### src/rtl/instr_sequencer_pkg.sv
// instr_sequencer_pkg: shared state, condition, opcode and ALU encodings for the multicycle sequencer.
package instr_sequencer_pkg;

  typedef enum logic [2:0] {
    FETCH  = 3'd0,
    DECODE = 3'd1,
    EXEC   = 3'd2,
    MEM    = 3'd3,
    WB     = 3'd4
  } state_t;

  typedef enum logic [3:0] {
    EQ, NE, CS, CC, MI, PL, VS, VC, HI, LS, GE, LT, GT, LE, AL, NV
  } cond_t;

  typedef enum logic [1:0] {
    OP_DP  = 2'b00,
    OP_MEM = 2'b01,
    OP_BR  = 2'b10,
    OP_UND = 2'b11
  } op_t;

  localparam logic [2:0] ALU_ADD = 3'b000;
  localparam logic [2:0] ALU_SUB = 3'b001;
  localparam logic [2:0] ALU_AND = 3'b010;
  localparam logic [2:0] ALU_ORR = 3'b011;
  localparam logic [2:0] ALU_EOR = 3'b100;
  localparam logic [2:0] ALU_MOV = 3'b101;

  localparam logic [3:0] CMD_AND = 4'b0000;
  localparam logic [3:0] CMD_EOR = 4'b0001;
  localparam logic [3:0] CMD_SUB = 4'b0010;
  localparam logic [3:0] CMD_ADD = 4'b0100;
  localparam logic [3:0] CMD_CMP = 4'b1010;
  localparam logic [3:0] CMD_ORR = 4'b1100;
  localparam logic [3:0] CMD_MOV = 4'b1101;

  function automatic logic dp_cmd_ok(input logic [3:0] cmd);
    return cmd inside {CMD_AND, CMD_EOR, CMD_SUB, CMD_ADD, CMD_CMP, CMD_ORR, CMD_MOV};
  endfunction

  function automatic logic [2:0] dp_alu(input logic [3:0] cmd);
    return (cmd == CMD_SUB || cmd == CMD_CMP) ? ALU_SUB :
           cmd == CMD_AND ? ALU_AND :
           cmd == CMD_ORR ? ALU_ORR :
           cmd == CMD_EOR ? ALU_EOR :
           cmd == CMD_MOV ? ALU_MOV : ALU_ADD;
  endfunction

endpackage

### src/rtl/instr_sequencer_cond_check.sv
// cond_check: combinational ARM condition-code evaluation against the NZCV flags.
module cond_check
  import instr_sequencer_pkg::*;
(
  input  logic [3:0] cond,
  input  logic [3:0] NZCV,
  output logic       CondEx
);

  logic n, z, c, v;

  assign {n, z, c, v} = NZCV;

  always_comb begin
    case (cond_t'(cond))
      EQ:      CondEx = z;
      NE:      CondEx = ~z;
      CS:      CondEx = c;
      CC:      CondEx = ~c;
      MI:      CondEx = n;
      PL:      CondEx = ~n;
      VS:      CondEx = v;
      VC:      CondEx = ~v;
      HI:      CondEx = c & ~z;
      LS:      CondEx = ~c | z;
      GE:      CondEx = n ~^ v;
      LT:      CondEx = n ^ v;
      GT:      CondEx = ~z & (n ~^ v);
      LE:      CondEx = z | (n ^ v);
      AL:      CondEx = 1'b1;
      default: CondEx = 1'b0;
    endcase
  end

endmodule

### src/rtl/instr_sequencer.sv
// instr_sequencer: multicycle FETCH/DECODE/EXEC/MEM/WB control FSM with NZCV flags.
// Performance counters are built only when CTRL_PERF_CNT_EN is defined.
module instr_sequencer
  import instr_sequencer_pkg::*;
#(
  parameter int CNT_W = 32
) (
  input  logic             clk,
  input  logic             reset,
  input  logic [31:0]      Instr,
  input  logic             imem_valid,
  input  logic             dmem_ready,
  input  logic [3:0]       ALUFlags,
  output logic             fetch_req,
  output logic             IRWrite,
  output logic             PCWrite,
  output logic             PCSrc,
  output logic [1:0]       RegSrc,
  output logic             RegWrite,
  output logic [1:0]       ImmSrc,
  output logic             ALUSrc,
  output logic [2:0]       ALUControl,
  output logic             ShiftEn,
  output logic             MemReq,
  output logic             MemWrite,
  output logic             MemtoReg,
  output logic             BL,
  output logic [2:0]       state_o,
  output logic [CNT_W-1:0] retired_cnt,
  output logic [CNT_W-1:0] stall_cnt
);

  state_t      state_q, state_d;
  logic [31:0] ir_q, ir_d;
  logic [3:0]  nzcv_q, nzcv_d;
  logic        condex_q, condex_d;
  logic        cond_ok;
  logic        ir_write, pc_write, reg_write, mem_req, mem_write;
  op_t         op;
  logic [3:0]  cmd;
  logic        l_bit, cmp, nop;
  logic        unused_ir;

  assign op        = op_t'(ir_q[27:26]);
  assign cmd       = ir_q[24:21];
  assign l_bit     = ir_q[20];
  assign cmp       = cmd == CMD_CMP;
  assign nop       = !condex_q || op == OP_UND || (op == OP_DP && !dp_cmd_ok(cmd));
  assign unused_ir = ^{ir_q[19:16], ir_q[11:0]};

  cond_check u_cond_check (
    .cond   (ir_q[31:28]),
    .NZCV   (nzcv_q),
    .CondEx (cond_ok)
  );

  assign ImmSrc = op == OP_MEM ? 2'b01 : op == OP_BR ? 2'b10 : 2'b00;
  assign RegSrc = {op == OP_MEM, op == OP_BR};

  always_comb begin
    state_d    = state_q;
    ir_d       = ir_q;
    nzcv_d     = nzcv_q;
    condex_d   = condex_q;
    fetch_req  = 1'b0;
    ir_write   = 1'b0;
    pc_write   = 1'b0;
    PCSrc      = 1'b0;
    reg_write  = 1'b0;
    ALUSrc     = 1'b0;
    ALUControl = ALU_ADD;
    ShiftEn    = 1'b0;
    mem_req    = 1'b0;
    mem_write  = 1'b0;
    MemtoReg   = 1'b0;
    BL         = 1'b0;
    case (state_q)
      FETCH: begin
        fetch_req = 1'b1;
        ir_write  = imem_valid;
        ir_d      = imem_valid ? Instr : ir_q;
        state_d   = imem_valid ? DECODE : FETCH;
      end
      DECODE: begin
        condex_d = cond_ok;
        state_d  = EXEC;
      end
      EXEC: begin
        ALUSrc     = op == OP_DP ? ir_q[25] : 1'b1;
        ShiftEn    = op == OP_DP && !ir_q[25];
        ALUControl = op == OP_DP ? dp_alu(cmd) : (op == OP_MEM && !ir_q[23]) ? ALU_SUB : ALU_ADD;
        if (nop) begin
          pc_write = 1'b1;
          state_d  = FETCH;
        end else if (op == OP_DP) begin
          nzcv_d   = (ir_q[20] || cmp) ? ALUFlags : nzcv_q;
          pc_write = cmp;
          state_d  = cmp ? FETCH : WB;
        end else if (op == OP_MEM) begin
          state_d = MEM;
        end else begin
          PCSrc     = 1'b1;
          pc_write  = 1'b1;
          BL        = ir_q[24];
          reg_write = ir_q[24];
          state_d   = FETCH;
        end
      end
      MEM: begin
        mem_req   = 1'b1;
        mem_write = !l_bit;
        pc_write  = dmem_ready && !l_bit;
        state_d   = !dmem_ready ? MEM : l_bit ? WB : FETCH;
      end
      WB: begin
        reg_write = 1'b1;
        MemtoReg  = op == OP_MEM;
        PCSrc     = ir_q[15:12] == 4'hF;
        pc_write  = 1'b1;
        state_d   = FETCH;
      end
      default: state_d = FETCH;
    endcase
  end

  // Reset suppresses every write strobe immediately, not just from the next edge.
  assign IRWrite  = reset & ir_write;
  assign PCWrite  = reset & pc_write;
  assign RegWrite = reset & reg_write;
  assign MemReq   = reset & mem_req;
  assign MemWrite = reset & mem_write;
  assign state_o  = state_q;

  always_ff @(posedge clk) begin
    if (!reset) begin
      state_q  <= FETCH;
      ir_q     <= '0;
      nzcv_q   <= '0;
      condex_q <= 1'b0;
    end else begin
      state_q  <= state_d;
      ir_q     <= ir_d;
      nzcv_q   <= nzcv_d;
      condex_q <= condex_d;
    end
  end

`ifdef CTRL_PERF_CNT_EN
  logic [CNT_W-1:0] retired_q, retired_d, stall_q, stall_d;

  always_comb begin
    retired_d = retired_q + CNT_W'(pc_write && condex_q);
    stall_d   = stall_q + CNT_W'((state_q == FETCH && !imem_valid) || (state_q == MEM && !dmem_ready));
  end

  always_ff @(posedge clk) begin
    if (!reset) begin
      retired_q <= '0;
      stall_q   <= '0;
    end else begin
      retired_q <= retired_d;
      stall_q   <= stall_d;
    end
  end

  assign retired_cnt = retired_q;
  assign stall_cnt   = stall_q;
`else
  assign retired_cnt = '0;
  assign stall_cnt   = '0;
`endif

endmodule

### config.mk
export PLATFORM = sky130hd
export DESIGN_NAME = instr_sequencer
export DESIGN_NICKNAME = d
export VERILOG_FILES = /design/src/rtl/instr_sequencer_pkg.sv /design/src/rtl/instr_sequencer_cond_check.sv /design/src/rtl/instr_sequencer.sv
export SDC_FILE = /design/constraint.sdc
export NUM_CORES = 1
export LEC_CHECK = 0
export CORE_ASPECT_RATIO = 1.5
export CORE_MARGIN = 5
export CORE_UTILIZATION = 35
export CTS_BUF_LIST = sky130_fd_sc_hd__clkbuf_16
export CTS_CLUSTER_SIZE = 12
export DETAILED_ROUTE_END_ITERATION = 6
export HOLD_SLACK_MARGIN = 0.08
export PLACE_DENSITY = 0.76
export RECOVER_POWER = 100
export SYNTH_ARGS = -nofsm -noshare
export SYNTH_HDL_FRONTEND = slang
export SYNTH_HIERARCHICAL = 1
export SYNTH_SLANG_ARGS = --single-unit
### constraint.sdc
create_clock -name clk -period 2.7 [get_ports clk]
set_clock_uncertainty 0.15 [all_clocks]
set_input_delay 0.27 -clock clk [delete_from_list [all_inputs] [get_ports clk]]
set_output_delay 0.27 -clock clk [all_outputs]
set_load 0.005 [all_outputs]
Word-level counts from Yosys, hierarchy flattened --
Cells that the tools add are included. W data, S select, Z words.
Storage, ports and cells: output and inout bits 85, register bits 40, word-level logic and storage cells 107
Operators by class: bitwise gates (word level) 16, reductions and logical operators 20, muxes and demuxes 39, equal/unequal tests 28
Operator list (number):
- $eq A4 B4 Y1 const B | 11
- $mux W3 | 12
- $eq A4 B3 Y1 const B | 5
- $mux W1 | 19
- $pmux W1 S15 | 1
- $eq A4 B2 Y1 const B | 3
- $pmux W3 S4 | 1
- $eq A4 B1 Y1 const B | 2
- $logic_not A4 Y1 | 2
- $and A1 B1 Y1 | 7
- $reduce_bool A7 Y1 | 1
- $eq A3 B2 Y1 const B | 2
- $mux W2 | 3
- $logic_not A1 Y1 | 5
- $not A1 Y1 | 5
- $eq A2 B2 Y1 const B | 2
- $logic_and A1 B1 Y1 | 4
- $logic_or A1 B1 Y1 | 4
- $pmux W1 S2 | 2
- $reduce_and A4 Y1 | 1
- $eq A3 B1 Y1 const B | 1
- $eq A3 B3 Y1 const B | 1
- $logic_not A3 Y1 | 1
- $pmux W1 S3 | 1
- 6 further kinds | 7

Depth between registers and ports, before layout --
depth after elaboration 8, mapped depth 7

Cells and area by module --
The synthesis kept the hierarchy.
Modules (own cells, without submodules):
- instr_sequencer | seq. area each 480.5 um^2, times used 1, area an instance 1878.1 um^2, cells each 236
- cond_check | seq. area each 0.0 um^2, times used 1, area an instance 193.9 um^2, cells each 28

Worst setup path before layout --
Ideal clock, no wire load.
kind flip-flop to output port, start register state_q[1] (netlist: state_o[1]), end output port ALUControl[0], arrival 1277 ps, stages on the path, launching flop included 4, path buffers 1, slack 1003 ps, cells stage by stage dfxtp_1 buf_6 or3b_4 a2111oi_2
Between the ends: word-level cells in the longest chain between the ends 2
Ends and longest elaborated chain:
- start, declared | RTL line instr_sequencer.sv:33 | state_t state_q, state_d;
- start signal, assigned | RTL line instr_sequencer.sv:141 | state_q <= state_d;
- $eq A3 B2 Y1 | RTL line instr_sequencer.sv:77 | case (state_q)
- $mux W3 | RTL line instr_sequencer.sv:77
- end, declared | RTL line instr_sequencer.sv:22 | output logic [2:0] ALUControl,
Every way passes these cells.

Final worst setup path --
start register state_q[0] (netlist: state_o[0]), end output port ALUControl[0]
The elaborated chain is that of the path after synthesis.

==> results.toml <==
[status]
status = "complete, no violations"

[cells_and_area]
layout.filler_cells = 630
ff_latch_area_um2 = 480
post-route-util_pct = 41.2
multiInputGateArea_um2 = 1220
layout_net_count = 340
layout-area-overhead-vs-synth_pct = 15.0
antennaDiodeCount = 0
final_layout_size_suffix_gt1_share_pct = 5.35

[synth]
synth-main-ff-cell = "sky130_fd_sc_hd__dfxtp_1"
synth_area_leaders = "sky130_fd_sc_hd__buf_4 (25%), sky130_fd_sc_hd__dfxtp_1 (23%), sky130_fd_sc_hd__nand2_1 (8.0%)"
syn-cell-area_um2 = 2070
synth_edf_count = 0
synth_cell_types = 57
synthMostInstantiatedCell = "sky130_fd_sc_hd__buf_4"
postSynth.asyncResetShare_pct = 0
syn-mean-instance-area_um2 = 7.85
synth_area_leader_cell = "sky130_fd_sc_hd__buf_4"
synthCells = 264
synthTopCellsByCount = "sky130_fd_sc_hd__buf_4 (69), sky130_fd_sc_hd__nand2_1 (44), sky130_fd_sc_hd__dfxtp_1 (24)"
ys_seq_area_share_pct = 23.2
yosys_warnings = 6
postSynthRegisterBits = 24
synth_top_area_share_pct = 25.0

[critical_path]
critical_path_maximum_fanout = 13
crit_path_start_kind = "flip-flop"
critical_path_class = "reg -> out"
worst_ep_required_time_ns = 2.28
sort_of_element_at_the_end_of_the_critical_path = "primary output"
cp.arrival_ns = 2.12
regToRegSetupSlack_ns = 0.85

[route]
drt_iter0_markers = 21
wire_per_inst_um = 12.1
drc = 0
detail-route-antenna-nets = 0
drt-vias-per-instance = 4.53
wirelength_um = 4500
num_vias = 1682
detail_route.first_pass.iterations = 4

[pwr]
power_density_relative_to_cell_area_nw_per_um2 = 420
sw_frac_of_total_pct = 24.6
power.sequential.fraction_pct = 40.0
vdd_drop_max_uv = 278
p_sw_uw = 247
p_clk_share_pct = 42.0
power.leakage_nw = 1.00
cell_internal_pwr_uw = 755
combPwrFrac_pct = 18.0

[cts]
cts_tree = "built"
htree_num_levels = 1
number_of_hold_buffers_added_after_cts = 0
clock_sink_count = 24
clk-insertion-delay-late_ns = 0.26
cts_inserted_buffers = 3
clock_root_buffer_master = "sky130_fd_sc_hd__clkbuf_16"
clock_tree.buffer_depth = 2
postCtsResizedCells = 0
post_cts.repair.setup_buffers = 0
cts.reportedPaths.clkPinSlew_ns = 0.06

[placed_design]
port_buffers = 44
place_congestion = 0.832
hpwlAfterDp_um = 3590
post-place-ws_ns = 0.448

[timing]
post-route-worst-setup-slack_ns = 0.156
max-slew-margin-rel_pct = 63.3
post-route-period-util_pct = 94.2
max_freq_mhz = 393
report.final.hold_viol_count = 0
rsz0062_at_grt = "no"
setup-tns-final_ns = 0
slew_viol_final = 0
final.hold.worst_slack_ns = 0.312
worstMarginPinSlew_ns = 0.550
finalCriticalPeriod_ns = 2.54
setup_viol_count_final = 0

[die]
top_level_i_o_count = 125
core-area_um2 = 5790
rows = 34
die_area_um2 = 7590
start_util_pct = 35.8
die_width_um = 72.8
die_height_um = 104

[global_routing]
globalRouteOverflowTotal = 0
antenna_found_initial = 0
grt_util_all_layers_pct = 10.9
grt_start_max_net_pins = 21
number_of_global_route_vias_before_repair = 1460
grt_first_pass_wirelength_um = 6730

[job]
cap_viol_max_count = 0

[min_path]
hold_path_class = "reg -> reg"
worst paths after layout:
kind              start       endpoint  depth (start not counted)
max          state_o[0]  ALUControl[0]                          3
min reg2reg    ir_q[13]       ir_q[13]                          2
max reg2reg    ir_q[30]       condex_q                          6
min            ir_q[13]       ir_q[13]                          2
power groups by stage:
| stage | Clock, mW | Combinational [mW] | Sequential (mW) |
|---|---|---|---|
| 3_3_place_gp | 0 | 0.182 | 0.407 |
| 2_1_floorplan | 0 | 0.197 | 0.391 |
| 5_1_grt | 0.440 | 0.202 | 0.405 |
| 4_1_cts | 0.424 | 0.187 | 0.401 |
| 3_5_place_dp | 0 | 0.185 | 0.409 |
| 6_report | 0.421 | 0.180 | 0.401 |
state kept, by name, summed over array words and instances (netlist names):
signal / cells
state_o: 3
condex_q: 1
nzcv_q: 4
ir_q: 16
placed cells by master, fill, tap and decap left out, types with 2 or more instances in the layout:
master / instances
sky130_fd_sc_hd__o211ai_1: 6
sky130_fd_sc_hd__o21a_1: 2
sky130_fd_sc_hd__buf_4: 5
sky130_fd_sc_hd__clkbuf_16: 3
sky130_fd_sc_hd__a21oi_1: 5
sky130_fd_sc_hd__dlygate4sd3_1: 17
sky130_fd_sc_hd__nand2b_1: 6
sky130_fd_sc_hd__xor2_1: 2
sky130_fd_sc_hd__and2_1: 3
sky130_fd_sc_hd__o22ai_1: 2
sky130_fd_sc_hd__nand2_1: 44
sky130_fd_sc_hd__a21boi_0: 16
sky130_fd_sc_hd__conb_1: 64
sky130_fd_sc_hd__clkdlybuf4s50_1: 27
sky130_fd_sc_hd__nor2b_1: 6
sky130_fd_sc_hd__dfxtp_1: 24
sky130_fd_sc_hd__nor3b_1: 3
sky130_fd_sc_hd__or2b_1: 2
sky130_fd_sc_hd__o2111ai_1: 4
sky130_fd_sc_hd__nor3_1: 6
sky130_fd_sc_hd__nor2_1: 9
sky130_fd_sc_hd__o21ai_0: 2
sky130_fd_sc_hd__a211o_1: 2
sky130_fd_sc_hd__nand4b_1: 2
sky130_fd_sc_hd__or3_1: 3
per-stage QoR:
stage | total power [mW] | cell area (um2) | std cells
2_1_floorplan | 0.588 | 2310 | 327
3_3_place_gp | 0.589 | 2300 | 367
3_5_place_dp | 0.594 | 2300 | 367
4_1_cts | 1.01 | 2400 | 371
5_1_grt | 1.05 | 2380 | 371
6_report | 1.00 | 2380 | 371
layout make-up:
type | count | share of cell area (%)
Clock buffer | 3 | 3.15
Clock inverter | 1 | 1.26
Inverter | 1 | 0.158
Multi-Input combinational cell | 220 | 51.3
Sequential cell | 24 | 20.2
Tap cell | 72 | 3.78
Timing Repair Buffer | 50 | 20.2
logic make-up after synthesis:
family                    synth area share (%)
AOI/OAI and AO/OA                         17.2
xor gates and xnor gates                  2.05
buffers and inverters                     28.4
DFF                                       23.2
muxes                                     1.21
other                                    0.181
and+or+nand+nor                           27.8
layer usage:
metal	vias to the layer above	share of wire [%]	routed length, um	track usage, %
met1	765	38	1710	12.1
met2	71	52	2360	20.0
met3	4	7.8	350	1.06
li1	842	-	-	-
met4	0	1.8	82	4.75
met5	-	0	0	0
worst max-delay path, stage by stage (launching register included):
cell	delay, ns
sky130_fd_sc_hd__dfxtp_1	0.43
sky130_fd_sc_hd__or3b_4	0.46
sky130_fd_sc_hd__a2111oi_2	0.35
sky130_fd_sc_hd__dlygate4sd3_1	0.62
Note: power is estimated with default switching activity, not from simulation.
